<file path="config.mk">
export PLATFORM = sky130hd
export DESIGN_NAME = event_packer_flat
export DESIGN_NICKNAME = d
export VERILOG_FILES = /design/src/rtl/event_pkg.sv /design/src/rtl/event_packer_if.sv /design/src/rtl/event_packer_fsm.sv /design/src/rtl/event_packer.sv /design/src/flat_wrapper.sv
export SDC_FILE = /design/constraint.sdc
export NUM_CORES = 1
export LEC_CHECK = 0
export BUFFER_PORTS_ARGS = -buffer_cell sky130_fd_sc_hd__buf_2
export CORE_MARGIN = 5
export CORE_UTILIZATION = 49
export DETAILED_ROUTE_END_ITERATION = 10
export GPL_ROUTABILITY_DRIVEN = 0
export GPL_TIMING_DRIVEN = 0
export PLACE_DENSITY = 0.77
export SYNTH_ARGS = -nofsm -noshare
export SYNTH_HDL_FRONTEND = slang
export SYNTH_SLANG_ARGS = --single-unit
</file>
<file path="constraint.sdc">
create_clock -name clk -period 2.44 [get_ports clk]
set_input_delay 0.122 -clock clk [delete_from_list [all_inputs] [get_ports clk]]
set_output_delay 0.122 -clock clk [all_outputs]
set_load 0.1 [all_outputs]
</file>
<file path="src/rtl/event_pkg.sv">
// Shared FSM state type and word-level constants for the event packer.
// The CSUM state exists only when EVENT_PACKER_CHECKSUM_EN is defined.
package event_pkg;

  localparam int WORD_W = 8;
  localparam logic [WORD_W-1:0] HDR_MARK_DEFAULT = 8'hA5;
  localparam logic [WORD_W-1:0] DROP_SAT = 8'd255;

  typedef enum logic [2:0] {
    ST_IDLE  = 3'd0,
    ST_MARK  = 3'd1,
    ST_EVNUM = 3'd2,
    ST_DATA  = 3'd3
`ifdef EVENT_PACKER_CHECKSUM_EN
    ,
    ST_CSUM  = 3'd4
`endif
  } state_e;

  function automatic int idx_width(input int n);
    return (n > 1) ? $clog2(n) : 1;
  endfunction

endpackage

</file>
<file path="src/rtl/event_packer_if.sv">
// Record-word stream from the packer to the downstream FIFO (valid/ready).
interface event_packer_if;
  import event_pkg::*;

  logic [WORD_W-1:0] out_data;
  logic              out_valid;
  logic              out_ready;

  modport master (output out_data, output out_valid, input out_ready);
  modport slave  (input out_data, input out_valid, output out_ready);

endinterface

</file>
<file path="src/rtl/event_packer_fsm.sv">
// Record sequencer: state register, tube index and next-state logic.
// Advances one word per accepted handshake; holds position while not accepted.
module packer_fsm
  import event_pkg::*;
#(
  parameter int NUM_TUBES = 8,
  parameter int IDX_W     = 3
) (
  input  logic             clk,
  input  logic             clr,
  input  logic             start_i,
  input  logic             accept_i,
  output state_e           state_o,
  output logic [IDX_W-1:0] idx_o,
  output logic             valid_o,
  output logic             busy_o,
  output logic             last_o
);

  state_e           state_q, state_d;
  logic [IDX_W-1:0] idx_q, idx_d;
  logic             idx_last;

  assign idx_last = (idx_q == IDX_W'(NUM_TUBES - 1));

  always_ff @(posedge clk or posedge clr) begin
    if (clr) begin
      state_q <= ST_IDLE;
      idx_q   <= '0;
    end else begin
      state_q <= state_d;
      idx_q   <= idx_d;
    end
  end

  always_comb begin
    state_d = state_q;
    idx_d   = idx_q;
    case (state_q)
      ST_IDLE:  if (start_i) state_d = ST_MARK;
      ST_MARK:  if (accept_i) state_d = ST_EVNUM;
      ST_EVNUM: begin
        if (accept_i) begin
          state_d = ST_DATA;
          idx_d   = '0;
        end
      end
      ST_DATA: begin
        if (accept_i) begin
          if (idx_last) begin
            idx_d = '0;
`ifdef EVENT_PACKER_CHECKSUM_EN
            state_d = ST_CSUM;
`else
            state_d = ST_IDLE;
`endif
          end else begin
            idx_d = idx_q + 1'b1;
          end
        end
      end
`ifdef EVENT_PACKER_CHECKSUM_EN
      ST_CSUM:  if (accept_i) state_d = ST_IDLE;
`endif
      default:  state_d = ST_IDLE;
    endcase
  end

  always_comb begin
    valid_o = (state_q != ST_IDLE);
    busy_o  = (state_q != ST_IDLE);
`ifdef EVENT_PACKER_CHECKSUM_EN
    last_o  = accept_i && (state_q == ST_CSUM);
`else
    last_o  = accept_i && (state_q == ST_DATA) && idx_last;
`endif
  end

  assign state_o = state_q;
  assign idx_o   = idx_q;

endmodule

</file>
<file path="src/rtl/event_packer.sv">
// Snapshots tube counts on evt_done and emits MARK, EVNUM, tube bytes; first word 1 cycle later.
// Words hold while out_ready is low; EVENT_PACKER_CHECKSUM_EN appends an XOR checksum word.
module event_packer
  import event_pkg::*;
#(
  parameter int                NUM_TUBES = 8,
  parameter logic [WORD_W-1:0] HDR_MARK  = HDR_MARK_DEFAULT
) (
  input  logic                        clk,
  input  logic                        clr,
  input  logic [NUM_TUBES*WORD_W-1:0] tube_data,
  input  logic                        evt_done,
  event_packer_if.master              out_if,
  output logic                        tube_clr,
  output logic                        busy,
  output logic [WORD_W-1:0]           drop_cnt
);

  localparam int IDX_W = idx_width(NUM_TUBES);

  state_e           state;
  logic [IDX_W-1:0] idx;
  logic             valid;
  logic             accept;
  logic             start;
  logic             rec_done;
  logic [WORD_W-1:0] word;

  logic [NUM_TUBES-1:0][WORD_W-1:0] snap_q, snap_d;
  logic [WORD_W-1:0]                evnum_q, evnum_d;
  logic [WORD_W-1:0]                drop_q, drop_d;
  logic                             tube_clr_q, tube_clr_d;

  assign accept = valid & out_if.out_ready;
  assign start  = evt_done & ~busy;

  packer_fsm #(
    .NUM_TUBES (NUM_TUBES),
    .IDX_W     (IDX_W)
  ) u_fsm (
    .clk      (clk),
    .clr      (clr),
    .start_i  (start),
    .accept_i (accept),
    .state_o  (state),
    .idx_o    (idx),
    .valid_o  (valid),
    .busy_o   (busy),
    .last_o   (rec_done)
  );

  // Pulses arriving while busy, including on the last-word edge, are drops.
  always_comb begin
    snap_d     = snap_q;
    evnum_d    = evnum_q;
    drop_d     = drop_q;
    tube_clr_d = start;
    if (start)    snap_d  = tube_data;
    if (rec_done) evnum_d = evnum_q + 1'b1;
    if (evt_done && busy && (drop_q != DROP_SAT)) drop_d = drop_q + 1'b1;
  end

  always_ff @(posedge clk or posedge clr) begin
    if (clr) begin
      snap_q     <= '0;
      evnum_q    <= '0;
      drop_q     <= '0;
      tube_clr_q <= 1'b0;
    end else begin
      snap_q     <= snap_d;
      evnum_q    <= evnum_d;
      drop_q     <= drop_d;
      tube_clr_q <= tube_clr_d;
    end
  end

`ifdef EVENT_PACKER_CHECKSUM_EN
  logic [WORD_W-1:0] csum_q, csum_d;

  always_comb begin
    csum_d = csum_q;
    if (start)       csum_d = '0;
    else if (accept) csum_d = csum_q ^ word;
  end

  always_ff @(posedge clk or posedge clr) begin
    if (clr) csum_q <= '0;
    else     csum_q <= csum_d;
  end
`endif

  always_comb begin
    word = '0;
    case (state)
      ST_MARK:  word = HDR_MARK;
      ST_EVNUM: word = evnum_q;
      ST_DATA:  word = snap_q[idx];
`ifdef EVENT_PACKER_CHECKSUM_EN
      ST_CSUM:  word = csum_q;
`endif
      default:  word = '0;
    endcase
  end

  assign out_if.out_data  = word;
  assign out_if.out_valid = valid;
  assign tube_clr         = tube_clr_q;
  assign drop_cnt         = drop_q;

endmodule
</file>
<file path="src/flat_wrapper.sv">
// flat-port wrapper written by rule: the top's interface ports become plain ports
module event_packer_flat import event_pkg::*;
#(
  parameter int                NUM_TUBES = 8,
  parameter logic [WORD_W-1:0] HDR_MARK  = HDR_MARK_DEFAULT
)
  (clk, clr, tube_data, evt_done, tube_clr, busy, drop_cnt, out_if_out_data, out_if_out_valid, out_if_out_ready);
  event_packer_if out_if_i ();
  input  logic clk;
  input  logic clr;
  input  logic [NUM_TUBES*WORD_W-1:0] tube_data;
  input  logic evt_done;
  output logic tube_clr;
  output logic busy;
  output logic [WORD_W-1:0] drop_cnt;
  output wire logic [$bits(out_if_i.out_data)-1:0] out_if_out_data;
  output wire logic [$bits(out_if_i.out_valid)-1:0] out_if_out_valid;
  input wire logic [$bits(out_if_i.out_ready)-1:0] out_if_out_ready;
  assign out_if_out_data = out_if_i.out_data;
  assign out_if_out_valid = out_if_i.out_valid;
  assign out_if_i.out_ready = out_if_out_ready;
  event_packer #(.NUM_TUBES(NUM_TUBES), .HDR_MARK(HDR_MARK)) u_core (.clk(clk), .clr(clr), .tube_data(tube_data), .evt_done(evt_done), .out_if(out_if_i), .tube_clr(tube_clr), .busy(busy), .drop_cnt(drop_cnt));
endmodule
</file>
======== Word-level counts from Yosys, hierarchy flattened ========
Cells that the tools add are included.
operators by class
  $add $sub $neg .......................... 3
  order comparisons ....................... 1
  equality and inequality tests ........... 10
  multiplexer cells ....................... 13
  bitwise gates (word level) .............. 3
  reductions and logical operators ........ 9
operators with widths
  operator               number
  $bmux W8 S3            1
  $mux W3                8
  $pmux W8 S3            1
  $add A8 B1 Y8 const B  2
  $pmux W3 S4            1
  $mux W8                1
  $ne A2 B2 Y1 const B   4
  $ne A8 B8 Y1 const B   1
  $eq A3 B2 Y1 const B   2
  $pmux W3 S2            1
  $reduce_and A5 Y1      1
  $logic_and A1 B1 Y1    4
  $lt A3 B4 Y1 const B   1
  $add A3 B1 Y3 const B  1
  $eq A3 B1 Y1 const B   1
  $eq A3 B3 Y1 const B   1
  $logic_not A3 Y1       1
  $reduce_and A3 Y1      1
  $reduce_bool A3 Y1     1
  $and A1 B1 Y1          2
  $ne A2 B1 Y1 const B   1
  $reduce_bool A2 Y1     1
  $not A1 Y1             1
word-level totals
  register bits after elaboration ......... 87
  input port bits ......................... 68
  logic and storage cells ................. 52

======== Logic depth before layout (Yosys ltp) ========
Gate-level depths: netlist of run 1.
  depth after elaboration ................. 5
  gate-level depth with buffers ........... 7

======== Modules after synthesis ========
A second synthesis of run 1 with hierarchy kept.
second synthesis, totals
  cells, all modules ...................... 302
  area total of the unflattened synthesis .. 4162.7 µm²
modules (own cells, without submodules)
  module        times used  cells an instance  area each (µm²)  sequential area each (µm²)
  event_packer  1           271                3814.9           2026.9
  packer_fsm    1           31                 347.8            125.1

======== Worst setup path after synthesis of run 1 ========
No wires, ideal clock.
  path type ............................... register to output
  start point ............................. reg u_core.u_fsm.state_q[0] (netlist: u_core.u_fsm.state_o[0])
  end point ............................... out out_if_out_data[3]
  arrival time ............................ 3.582 ns
  slack ................................... -1.264 ns
  stages on the path, launching flop included .. 7
  buffers on the path ..................... 2
  cell sequence ........................... dfrtp_1 -> inv_1 -> ha_1 -> clkbuf_1 -> clkbuf_1 -> a211oi_1 -> a211oi_1
on the way
  longest elaborated chain between the ends .. 2
  elaborated cells on any way between the ends .. 4
  those cells by class .................... eq/ne (3); mux (1)
ends and longest elaborated chain
  element                                       line                    RTL
  start, declared                               event_packer_fsm.sv:20  state_e state_q, state_d;
  start signal, assigned                        event_packer_fsm.sv:31  state_q <= state_d;
  $eq A3 B2 Y1 or $eq A3 B1 Y1 (tied branches)  event_packer.sv:94      case (state)
  $pmux W8 S3 *                                 event_packer.sv:94
  end, declared                                 flat_wrapper.sv:16      output wire logic [$bits(out_if_i.out_data)-1:0] out_if_out_data;
Mark *: on every way between the ends. The rest lies on a longest branch, timed or not.

======== Worst setup path in the final report of run 1 ========
Same ends and word-level chain as after synthesis.

==> flow_summary.ini, run 1 <==
[cells_and_area]
layout_commonest_cell = dfrtp_1
area_growth_pct = 35.9
number_of_antenna_repair_diodes = 0
final_layout_size_suffix_gt1_frac = 0.504
final_nets = 536
finalNonFillerCells = 569
most_used_cells_in_the_layout_excluding_fill_and_tap_cells = dfrtp_1 (84), mux2_2 (83), buf_2 (81), dlygate4sd3_1 (51), nand2_1 (21)

[cts]
ctsLongestPathBuffers = 2
cts.clk_slew.worst_paths_ns = 0.09
cts_max_level = 3
clock_tree_root = clkbuf_8
worstSkewPairLatency_ns = 0.36
cts_inserted_buffers = 9
clock-sinks = 86
cts_tree = yes

[critical_path]
critical_path_class = reg2out
critical_path.cell_chain = inv_1 > ha_2 > clkbuf_2 > a211oi_1 > a211oi_2 > buf_4
worstPathRequired_ns = 2.32
cp-start-kind = flip-flop
critical-path-slowest-cell = dfrtp_2
path_max_fanout = 10
flop_to_flop_setup_slack_ns = 0.16
cp_arrival_ns = 2.21
total_buffers_and_inverters_traversed_by_the_critical_path = 3
worst_path_dominant_cell_family = buffers and inverters
critPathMaxStageDelay_ns = 0.47
timing.critical_path.to_type = output port

[yosys]
synth.avg_cell_area_sq_um = 13.5
mappedNetlistArea_sq_mm = 0.00421
synth-async-reset-ratio = 1.00
synth.lib_cells_used.distinct = 41
synth_top_cells_by_area = dfrtp_1 (51%), mux2_2 (22%), mux4_2 (4.3%)
postSynthCellCount = 311
synth.top_cell.area_share = 0.512
synth_top_area_cell = dfrtp_1
synth_seq_cells = 86
yosysWarnings = 0
synth-edff-count = 0
syn-num-nets = 388
yosysSeqAreaShare = 0.512
dominantRegCellSynth = dfrtp_1

[global_route]
gr-total-overflow = 0
largest_net_degree_at_the_start_of_global_routing = 63
antenna_found_initial = 0
first_pass_grt_wire_length_mm = 16.7
gr-usage-all-layers = 0.210
vias_in_the_first_global_route = 3336

[timing]
fmaxAchievable_mhz = 428
fin_hold_ws_ns = -0.0116
hold_viol_final = 3
layout_min_cycle_time_ns = 2.33
relSlewSlack = 0.672
final.setup_skew_ns = 0.00779
worstMarginPinSlew_ns = 0.496
setup_slack_ns = 0.106
report.final.setup_viol = 0
finalMaxSlewViolations = 0
finalCritPeriodShare = 0.957

[drt]
detail_route.vias_per_cell = 5.54
detailroute.via_count = 3151
finalWirelength_mm = 10.4
detail_route.drc_violations = 0
drt_first_iter_violations = 132
avgRoutedWirePerCell_microns = 18.3
antenna_violating_nets_post_route = 0
drtPass1Iterations = 4

[die]
ioPinCount = 87
dieHeight_microns = 103
die_width_microns = 103
design.die.area_sq_mm = 0.0105
floorplan.core_area_sq_mm = 0.00830
initial_core_util = 0.507
row_count = 33

[outcome]
outcome = finished, violations left
failed_checks = hold timing

[placed_design]
detailedPlacementHpwl_mm = 7.20
port-buffer-count = 86
detailedPlace.worstSlack_ns = -0.150
numPlacedInstances = 503

[power_and_ir_drop]
power.total_mw = 7.96
irDropWorstVdd_mv = 0.741
power.leakage_nw = 2.53
power_per_cell_area_mw_per_mm2 = 1390

[hold_path]
timing.hold.worst.class = in2reg

[run]
cap_violations = 0
[synth_stat cells, drive strengths merged, types with 5 or more instances]
| cell type | number |
|---|---|
| xor2 | 5 |
| mux2 | 84 |
| ha | 9 |
| inv | 9 |
| o221ai | 9 |
| nand2 | 21 |
| mux4 | 8 |
| a211oi | 8 |
| nor3 | 5 |
| buf | 14 |
| xnor2 | 6 |
| dfrtp | 86 |
[final cells by class]
| cell class | count | area [sq um] |
|---|---|---|
| fillers | 559 | 2580 |
| clock buffers | 9 | 124 |
| well taps | 105 | 131 |
| repair buffers | 138 | 996 |
| plain buffers | 16 | 104 |
| flip-flops and latches | 86 | 2150 |
| clock inverters | 7 | 143 |
| inverters | 9 | 36.3 |
| multi-input cells | 199 | 2030 |
[per-stage QoR]
step	TNS, ns	utilization	instance area [sq um]
global placement	-74.53	0.583	4830
finish	0	0.689	5710
CTS	0	0.679	5630
floorplan	-0.311	-	4270
detailed placement	-5.89	0.586	4860
global route	-0.00552	0.689	5710
[per-layer routing]
metal	vias to the layer above	routed length [microns]	GRT usage
li1	1446	-	-
met4	0	396	0.0908
met3	34	558	0.0528
met5	-	0	0
met1	1588	4260	0.267
met2	83	5220	0.341
[kinds of logic (layout without fill, tap and decap cells)]
family / Yosys count / count (layout) / share of synthesized area
AO/OA/AOI/OAI: 41 / 41 / 0.0818
XOR/XNOR: 11 / 11 / 0.0229
adder cells (fa/ha/maj): 9 / 9 / 0.0268
buffers and inverters: 26 / 179 / 0.0295
flip-flops: 86 / 86 / 0.512
multiplexers: 92 / 92 / 0.269
AND/OR/NAND/NOR: 46 / 46 / 0.0586
[state kept, by name, summed over array words and instances (netlist names)]
register and flops:
u_core.snap_q 64, u_core.drop_cnt 8, u_core.evnum_q 8, u_core.u_fsm.idx_o 3, u_core.u_fsm.state_o 2, u_core.tube_clr 1
[worst paths after layout]
path,from,end,cells after the start
hold reg to reg,u_core.evnum_q[7],u_core.evnum_q[7],1
setup reg to reg,u_core.u_fsm.state_o[1],u_core.snap_q[51],7
hold / removal,tube_data[6],u_core.snap_q[6],2
setup / recovery,u_core.u_fsm.state_o[0],out_if_out_data[3],6
max in group asynchronous,clr,u_core.u_fsm.idx_o[2],4
min in group asynchronous,clr,u_core.drop_cnt[0],3
[worst register-to-register path: stages, from the launching register on]
cell,delay (ns)
dfrtp_1,0.45
clkbuf_2,0.29
inv_1,0.12
ha_2,0.28
nand2_1,0.10
buf_2,0.26
clkbuf_4,0.31
mux2_2,0.36
[repair_timing]
action,4_1_cts,5_1_grt
hold buffers,48,3
resized for setup,11,15
setup buffers,0,0
pin swaps,0,0
endpoints found under the hold margin,71,3
setup endpoints to repair,59,58
[power breakdown]
group | leakage, nW | switching (mW) | internal (mW)
registers | 1.04 | 0.402 | 2.07
clock network | 0.134 | 0.537 | 0.789
logic | 1.36 | 2.47 | 1.69
Power figures use the tool's default switching activity.
==> inputs of run 2 (changes only) <==
--- a/config.mk
+++ b/config.mk
@@ -6,12 +6,14 @@
 export NUM_CORES = 1
 export LEC_CHECK = 0
 export BUFFER_PORTS_ARGS = -buffer_cell sky130_fd_sc_hd__buf_2
+export CORE_ASPECT_RATIO = 1.4
 export CORE_MARGIN = 5
 export CORE_UTILIZATION = 49
 export DETAILED_ROUTE_END_ITERATION = 10
 export GPL_ROUTABILITY_DRIVEN = 0
 export GPL_TIMING_DRIVEN = 0
 export PLACE_DENSITY = 0.77
+export SKIP_LAST_GASP = 1
 export SYNTH_ARGS = -nofsm -noshare
 export SYNTH_HDL_FRONTEND = slang
 export SYNTH_SLANG_ARGS = --single-unit
==> run 2 against run 1 <==
The run now ends clean. Sequential power barely moved. Power fell by 1.7%. Worst hold slack improved by 0.018 ns. Clock power fell by 4%. Register-to-register slack improved by 0.05 ns. Die area rose by 0.25%. Largest power group unchanged.
==> flow_summary.ini, run 2 (synthesized netlist as in run 1, its figures left out) <==
[outcome]
outcome = completed

[cts]
ctsLongestPathBuffers = 2
cts_tree = yes
clock-sinks = 86
cts_inserted_buffers = 9
cts_max_level = 3
cts.clk_slew.worst_paths_ns = 0.06
clock_tree_root = clkbuf_16
worstSkewPairLatency_ns = 0.34

[global_route]
vias_in_the_first_global_route = 3195
met2_resource_use_gr = 0.350
grtUsageMet3 = 0.0584
gr-usage-all-layers = 0.205
first_pass_grt_wire_length_mm = 16.1
largest_net_degree_at_the_start_of_global_routing = 70
antenna_found_initial = 0
gr-total-overflow = 0
busiest_layer_in_global_routing = met2
grt_use_met1 = 0.240

[hold_path]
timing.hold.worst.class = in2reg

[timing]
fmaxAchievable_mhz = 425
grt_setup_unrepaired = true
setup_slack_ns = 0.0869
final.setup_skew_ns = 0.00609
finalCritPeriodShare = 0.964
layout_min_cycle_time_ns = 2.35
worstMarginPinSlew_ns = 0.493
hold_viol_final = 0
relSlewSlack = 0.674
finalMaxSlewViolations = 0
report.final.setup_viol = 0

[cells_and_area]
number_of_antenna_repair_diodes = 0
layout_commonest_cell = dfrtp_1
largest-register = u_core.snap_q
largest_register_ffs = 64
area_growth_pct = 23.8
final.fill_count = 697
final_layout_size_suffix_gt1_frac = 0.546
most_used_cells_in_the_layout_excluding_fill_and_tap_cells = dfrtp_1 (85), buf_2 (83), mux2_2 (83), nand2_1 (21)
final_design_area_no_fill_sq_mm = 0.00521
final_nets = 486

[die]
row_count = 40
initial_core_util = 0.494
dieHeight_microns = 120
design.die.area_sq_mm = 0.0106
floorplan.core_area_sq_mm = 0.00851
ioPinCount = 87
die_width_microns = 88.3

[drt]
detail_route.vias_per_cell = 5.57
finalWirelength_mm = 9.88
drtPass1Iterations = 4
detailroute.via_count = 2893
drt_first_iter_violations = 146
avgRoutedWirePerCell_microns = 19.0
detail_route.drc_violations = 0
antenna_violating_nets_post_route = 0

[power_and_ir_drop]
irDropWorstVdd_mv = 0.778
power_per_cell_area_mw_per_mm2 = 1500
power.leakage_nw = 2.33

[critical_path]
critPathMaxStageDelay_ns = 0.38
path_common_cell = buf_4
cp_arrival_ns = 2.23
timing.critical_path.to_type = output port
critical_path.cell_chain = buf_4 > buf_4 > mux2_2 > o221ai_1 > a211oi_4 > buf_6
cp-start-kind = flip-flop
critical_path_class = reg2out
path_max_fanout = 10
critical-path-slowest-cell = mux2_2
worstPathRequired_ns = 2.32

[placed_design]
port-buffer-count = 86
detailedPlace.worstSlack_ns = -0.198
detailedPlacementHpwl_mm = 7.33
postPlaceCellArea_sq_mm = 0.00486

[run]
cap_violations = 0
==> run 2: path summary, 6_finish.rpt <==
kind                                              start                 endpoint  slack [ns]  cells past startpoint
min in group asynchronous                           clr          u_core.tube_clr        0.27                      3
worst max register to register  u_core.u_fsm.state_o[1]         u_core.snap_q[5]        0.21                      7
worst min-delay path                       tube_data[4]         u_core.snap_q[4]       0.007                      2
max in group asynchronous                           clr  u_core.u_fsm.state_o[0]        1.56                      4
worst max-delay path              u_core.u_fsm.idx_o[0]       out_if_out_data[6]        0.09                      6
worst min register to register        u_core.snap_q[36]        u_core.snap_q[36]        0.50                      1
==> run 2: final cells by class <==
cell class | count | area (sq um) | share of cell area
inverters | 9 | 36.3 | 0.00697
multi-input cells | 199 | 2000 | 0.384
clock inverters | 3 | 18.8 | 0.00360
flip-flops and latches | 86 | 2150 | 0.414
well taps | 105 | 131 | 0.0252
repair buffers | 88 | 507 | 0.0973
clock buffers | 13 | 260 | 0.0500
plain buffers | 16 | 101 | 0.0195
==> run 2: repair_timing <==
item / in CTS / in global routing
hold buffers: 1 / 0
setup endpoints to repair: 59 / 57
setup buffers: 0 / 0
hold endpoints to repair: 17 / 0
resized for setup: 13 / 12
==> run 2: layer usage <==
| metal | share of wire | vias up |
|---|---|---|
| met5 | 0 | - |
| met1 | 0.39 | 1454 |
| met4 | 0.023 | 0 |
| met2 | 0.54 | 73 |
| met3 | 0.048 | 18 |
| li1 | - | 1348 |
==> run 2: stage by stage <==
stage                     hold WS [ns]  total power, mW  instances  setup TNS [ns]  utilization
after CTS                     0.000589             7.82        520         -0.0642        0.610
after detailed placement        0.0788             6.44        503           -7.72        0.572
after global routing          0.000948             8.23        519         -0.0126        0.612
after global placement           0.353             6.29        502          -76.83        0.568
after floorplan                  0.272             5.60        311          -0.311            -
final                          0.00658             7.82        519               0        0.612
==> run 2: critical path, delay by kind of cell (launching register included) <==
kind	cells	cell delay [ns]
flops	1	0.36
mux	1	0.38
compound gates	2	0.49
buf+inv	3	0.64
==> run 2: report_power, final <==
group	switching (mW)	internal (mW)
clock network	0.537	0.744
logic	2.43	1.63
registers	0.397	2.08
total	3.37	4.45
